File: src/rtl/debounce_multi_fsmd.sv
// Multi-channel button debouncer.
// Each channel synchronizes its raw input, then runs a four-state debounce FSM
// with a stability down-counter, a hold-time up-counter and a long-press flag.
//
// state | meaning
// ZERO  | debounced low, waiting for the input to go high
// WAIT1 | input high, counting down the stability window before declaring a press
// ONE   | debounced high, counting hold time toward the long-press threshold
// WAIT0 | input low, counting down the stability window before declaring a release
module debounce_multi_fsmd #(
    parameter int CH = 4,
    parameter int N  = 21,
    parameter int L  = 27
) (
    input  logic          i_CLK,
    input  logic          i_RST_N,
    input  logic [CH-1:0] i_BTN,
    output logic [CH-1:0] o_DB_LVL,
    output logic [CH-1:0] o_PRESS_TICK,
    output logic [CH-1:0] o_RELEASE_TICK,
    output logic [CH-1:0] o_LONG_TICK,
    output logic [CH-1:0] o_LONG_LVL
);

    typedef enum logic [1:0] {
        ZERO  = 2'd0,
        WAIT1 = 2'd1,
        ONE   = 2'd2,
        WAIT0 = 2'd3
    } state_t;

    localparam logic [L-1:0] H_MAX = '1;

    logic [CH-1:0] sync_a;
    logic [CH-1:0] sync_b;

    // Two-flop synchronizer for all raw button inputs.
    always_ff @(posedge i_CLK or negedge i_RST_N) begin
        if (!i_RST_N) begin
            sync_a <= '0;
            sync_b <= '0;
        end else begin
            sync_a <= i_BTN;
            sync_b <= sync_a;
        end
    end

    for (genvar k = 0; k < CH; k++) begin : g_ch
        state_t       state;
        state_t       state_nxt;
        logic [N-1:0] q;
        logic [N-1:0] q_nxt;
        logic [L-1:0] h;
        logic [L-1:0] h_nxt;
        logic         long_flag;
        logic         long_nxt;
        logic         press_nxt;
        logic         release_nxt;
        logic         long_tick_nxt;
        logic         press_q;
        logic         release_q;
        logic         long_tick_q;
        logic         s;

        assign s = sync_b[k];

        // Per-channel state, counters, long flag and registered tick outputs.
        always_ff @(posedge i_CLK or negedge i_RST_N) begin
            if (!i_RST_N) begin
                state       <= ZERO;
                q           <= '0;
                h           <= '0;
                long_flag   <= 1'b0;
                press_q     <= 1'b0;
                release_q   <= 1'b0;
                long_tick_q <= 1'b0;
            end else begin
                state       <= state_nxt;
                q           <= q_nxt;
                h           <= h_nxt;
                long_flag   <= long_nxt;
                press_q     <= press_nxt;
                release_q   <= release_nxt;
                long_tick_q <= long_tick_nxt;
            end
        end

        // Next-state, counter updates and tick requests for one channel.
        always_comb begin
            state_nxt     = state;
            q_nxt         = q;
            h_nxt         = h;
            long_nxt      = long_flag;
            press_nxt     = 1'b0;
            release_nxt   = 1'b0;
            long_tick_nxt = 1'b0;
            case (state)
                ZERO: begin
                    if (s) begin
                        state_nxt = WAIT1;
                        q_nxt     = '1;
                    end
                end
                WAIT1: begin
                    if (!s) begin
                        state_nxt = ZERO;
                    end else if (q != '0) begin
                        q_nxt = q - N'(1);
                    end else begin
                        state_nxt = ONE;
                        h_nxt     = '0;
                        press_nxt = 1'b1;
                    end
                end
                ONE: begin
                    if (!s) begin
                        state_nxt = WAIT0;
                        q_nxt     = '1;
                    end else if (h != H_MAX) begin
                        h_nxt = h + L'(1);
                        // The tick fires on the edge where h lands on all ones.
                        if ((h == H_MAX - L'(1)) && !long_flag) begin
                            long_nxt      = 1'b1;
                            long_tick_nxt = 1'b1;
                        end
                    end
                end
                WAIT0: begin
                    if (s) begin
                        state_nxt = ONE;
                    end else if (q != '0) begin
                        q_nxt = q - N'(1);
                    end else begin
                        state_nxt   = ZERO;
                        release_nxt = 1'b1;
                        long_nxt    = 1'b0;
                    end
                end
                default: state_nxt = ZERO;
            endcase
        end

        assign o_DB_LVL[k]       = (state == ONE) || (state == WAIT0);
        assign o_PRESS_TICK[k]   = press_q;
        assign o_RELEASE_TICK[k] = release_q;
        assign o_LONG_TICK[k]    = long_tick_q;
        assign o_LONG_LVL[k]     = long_flag;
    end

endmodule

File: config.mk
export PLATFORM = sky130hd
export DESIGN_NAME = debounce_multi_fsmd
export DESIGN_NICKNAME = d
export VERILOG_FILES = /design/src/rtl/debounce_multi_fsmd.sv
export SDC_FILE = /design/constraint.sdc
export NUM_CORES = 1
export LEC_CHECK = 0
export ABC_AREA = 1
export CAP_MARGIN = 20
export CORE_UTILIZATION = 31
export CTS_CLUSTER_SIZE = 10
export DETAILED_ROUTE_END_ITERATION = 12
export PLACE_DENSITY = 0.47
export RECOVER_POWER = 100
export SETUP_SLACK_MARGIN = 0.3
export SYNTH_ARGS = -nofsm -noshare
export SYNTH_HDL_FRONTEND = slang
export SYNTH_SLANG_ARGS = --single-unit
File: constraint.sdc
create_clock -name i_CLK -period 4.55 [get_ports i_CLK]
set_input_delay 0.91 -clock i_CLK [delete_from_list [all_inputs] [get_ports i_CLK]]
set_output_delay 0.91 -clock i_CLK [all_outputs]
set_load 0.02 [all_outputs]
* After elaboration in Yosys (flattened, before gate mapping)
Cells that the tools add are included.
Storage, ports and cells: logic and storage cells 278, register bits 224, input port bits 6
Cells by class: reductions and logical operators 44, eq/ne operators 64, $add $sub $neg 8, multiplexer cells 132
Operators by type and width (count):
- 27-bit 2-to-1 mux | 16
- 21-bit 2-to-1 mux | 20
- 21-bit case mux with 4 select lines | 4
- 27-bit case mux with 2 select lines | 4
- 27-bit by 1-bit adder with 27-bit output, second input constant | 4
- 27-bit == test, second input constant | 4
- 27-bit != test, second input constant | 4
- 21-bit nonzero test | 4
- 21-bit by 1-bit subtractor with 21-bit output, second input constant | 4
- 2-bit != test, second input constant | 36
- 1-bit 2-to-1 mux | 56
- 2-bit 2-to-1 mux | 24
- 2-bit case mux with 4 select lines | 4
- 4-bit AND reduction | 8
- 3-bit != test, second input constant | 8
- 6-bit AND reduction | 4
- 5-bit AND reduction | 4
- 2-bit == test, second input constant | 8
- 2-bit nonzero test | 8
- 2-bit by 1-bit == test with 1-bit output, second input constant | 4
- 2-bit logical NOT | 4
- 1-bit case mux with 2 select lines | 4
- 1-bit logical AND | 4
- 1-bit logical NOT | 4
- 1-bit logical OR | 4

* Logic depth before layout (Yosys ltp)
depth after elaboration 6, depth in mapped cells 12, gate-level depth less buffers 12

* Least setup slack after synthesis
OpenSTA, ideal clock, no wires.
kind reg-to-reg, from register g_ch[2].h[0], to register g_ch[2].h[20], path slack 2.823 ns, period minus slack after synthesis 1.727 ns, required time 4.432 ns, cell stages (with the launch flop) 12, arrival time 1.609 ns, cell sequence dfrtp_1 -> ha_1 -> nand3_2 -> inv_2 -> nand2_4 -> nor2_4 -> nand2_2 -> nand2_4 -> nand2_4 -> nand2_8 -> buf_6 -> o21ai_2
Between the ends: longest elaborated chain between the ends 4
RTL lines:
- start, declared | line 53 | logic [L-1:0] h;
- start signal, assigned | line 80 | h <= h_nxt;
- 27-bit by 1-bit adder with 27-bit output | line 120 | h_nxt = h + L'(1);
- 27-bit 2-to-1 mux | line 119 | end else if (h != H_MAX) begin
- 27-bit 2-to-1 mux | line 116 | if (!s) begin
- 27-bit case mux with 2 select lines | line 97 | case (state)
Several ways; a longest one is shown, not always the timed one. The select of a mux whose other input is x is not followed. A chain may end at the register's enable or synchronous reset.

==> flow_summary.ini <==
[yosys]
syn_inst = 2131
syn_nets = 2153
syn-cell-area_sq_um = 14800
synthDominantAreaCellType = dfrtp_1
synth-warning-count = 0
ys_ff_latch = 224
synthTopCellsByArea = dfrtp_1, nand2_1, nor2_1
netlist-cell-type-count = 36
synth_top_cell_area_share_pct = 37.8
post_synth.cell_area_avg_sq_um = 6.96
synth.yosys.seq_area_share_pct = 37.8

[global_route]
initial_antenna_violation_count = 0
track_usage_pct = 15.1
first_global_vias = 12300
grt_first_pass_wirelength_um = 61200
grt_start_max_net_pins = 94
grt_overflow = 0

[clock_tree]
postCtsSetupRepairBufs = 0
root_cell_of_the_clock_tree = clkbuf_16
hold_fix_buffers_at_cts = 0
clk_pin_slew_ns = 0.05
worstSkewPairLatency_ns = 0.58
cts.repair.resized = 0
cts_buffers = 31
cts_tree = yes
htree_levels = 1
clk_path_buf_depth = 3
clkSinkCount = 224

[timing]
report.final.setup_viol = 0
post-route-min-period_ns = 2.99
fin_tns_setup_ns = 0
drv_slew = 158
post-route-period-util_pct = 65.6
rsz_0062_raised_after_global_routing = no
final_hold_violation_count = 0
max_freq_mhz = 335
worst_clock_skew_ns = 0.0166
timing_worst_slew_pin_value_ns = 2.52
slew_headroom_pct = -67.7

[power]
p_leak_nw = 6.81
ir_drop_v = 0.000241
power.total_w = 0.00505
power-per-cell-area_nw_per_um2 = 314

[flow_run]
maxCapViolations = 3

[route]
num_vias = 12700
wl_per_cell_um = 12.9
detail_route.iter0.violations = 707
detail-route-antenna-nets = 0
drt_wirelength_um = 35500
drt_first_pass_iters = 9
number_of_vias_per_cell = 4.62
detail_route.drc_violations = 4

[setup_path]
timing.critical_path.from_type = input port
max_stage_delay_ns = 1.72
critical_path.slowest_cell = clkbuf_2
path_delay_family = buffers and inverters
critical_path.max_fanout = 93
worst-endpoint-arrival_ns = 3.58
regToRegSetupSlack_ns = 1.57
required_ns = 5.15
crit_path_cell_trace = clkbuf_2 -> clkbuf_2
cp-end-kind = asynchronous set/reset pin
category_of_the_most_critical_setup_path = in -> async
crit_path_frequent_cell = clkbuf_2
critical_path.n_buffers_inverters = 2

[floorplan]
ioPinCount = 26
die_w_um = 221
die_h_um = 221
starting_density_of_the_core_pct = 31.7
design.die.area_sq_um = 48700
floorplan.core_area_sq_um = 46900
rows = 79

[final_layout]
filler_cell_count = 5082
layout.cells.most_common_list = nand2_1, nor2_1, dfrtp_1
num_antenna_cells = 0
final_common_cell = nand2_1
layout.nets = 2149
area.growth.synth_to_final_pct = 8.18
fin_cells = 2757
post_route_cells_drive_above_1_share_pct = 6.79
final_util_pct = 34.3

[placed_design]
numPlacedInstances = 2701
total_of_buffers_placed_on_input_and_output_ports = 25
finalWeightedCongestion = 0.822
hpwlAfterDp_um = 25500

[worst_hold_path]
hold_class = reg -> reg

[run_status]
violations = DRC, capacitance limit, slew limit
status = complete, but fails checks
## cell type report
cell class	instances	area, sq um	share of cell area [%]
Timing Repair Buffer	35	304	1.89
Sequential cell	224	5610	34.9
Clock buffer	46	892	5.56
Multi-Input combinational cell	1651	7640	47.6
Clock inverter	10	159	0.990
Inverter	184	693	4.32
Tap cell	607	759	4.73
## flip-flops by register name (all words and copies together) (netlist names), named ones only
name	count
g_ch.h	108
g_ch.long_flag	4
g_ch.long_tick_q	4
g_ch.press_q	4
g_ch.q	84
g_ch.release_q	4
g_ch.state	4
sync_a	4
sync_b	4
## per-stage QoR
step / setup slack, ns / instance area [sq um] / hold WS [ns]
global route: 0.926 / 16100 / 0.359
detailed placement: 2.03 / 15400 / 0.335
CTS: 1.85 / 16400 / 0.348
global placement: 2.09 / 15400 / 0.332
floorplan: 2.82 / 14800 / 0.331
finish: 1.56 / 16100 / 0.347
## Yosys cell counts, drive strengths merged
| library cell | instances |
|---|---|
| nand3 | 202 |
| nand2 | 728 |
| inv | 183 |
| nor3 | 9 |
| xnor2 | 21 |
| or2 | 24 |
| o21ai | 200 |
| xor2 | 57 |
| nand3b | 1 |
| nand4 | 26 |
| and2 | 1 |
| nor4 | 3 |
| dfrtp | 224 |
| clkbuf | 20 |
| nor2 | 359 |
| clkinv | 1 |
| buf | 52 |
| a21oi | 4 |
| ha | 16 |
## report_power, final
part / internal (W) / switching [W]
Clock: 0.00157 / 0.000938
Sequential: 0.00208 / 0.0000903
Combinational: 0.000113 / 0.000261
## routing by layer
metal / part of all wire (%) / vias up / routed length [um] / GRT usage (%)
li1: - / 6695 / - / -
met1: 51 / 5853 / 18100 / 21.0
met2: 44 / 140 / 15600 / 24.7
met3: 2.9 / 51 / 1020 / 2.06
met4: 2.2 / 0 / 771 / 3.61
met5: 0 / - / 0 / 0
## path summary, 6_finish.rpt
check	cells after the start	to	from
max	2	asynchronous set/reset pin	i_RST_N
min	0	sync_b[2]	sync_a[2]
max reg2reg	7	g_ch[3].h[9]	g_ch[3].state[0]
min reg2reg	0	sync_b[2]	sync_a[2]
max in group i_CLK	7	g_ch[3].h[9]	g_ch[3].state[0]
min in group asynchronous	1	g_ch[1].q[10]	i_RST_N
## cell families after synthesis
| group | Yosys count | synth area share [%] |
|---|---|---|
| AOI/OAI and AO/OA | 204 | 8.98 |
| buffers and inverters | 256 | 8.42 |
| xor gates and xnor gates | 78 | 4.60 |
| DFF | 224 | 37.8 |
| adders and majority gates | 16 | 1.35 |
| and+or+nand+nor | 1353 | 38.9 |
No activity file was read; power rests on OpenSTA's default activity.
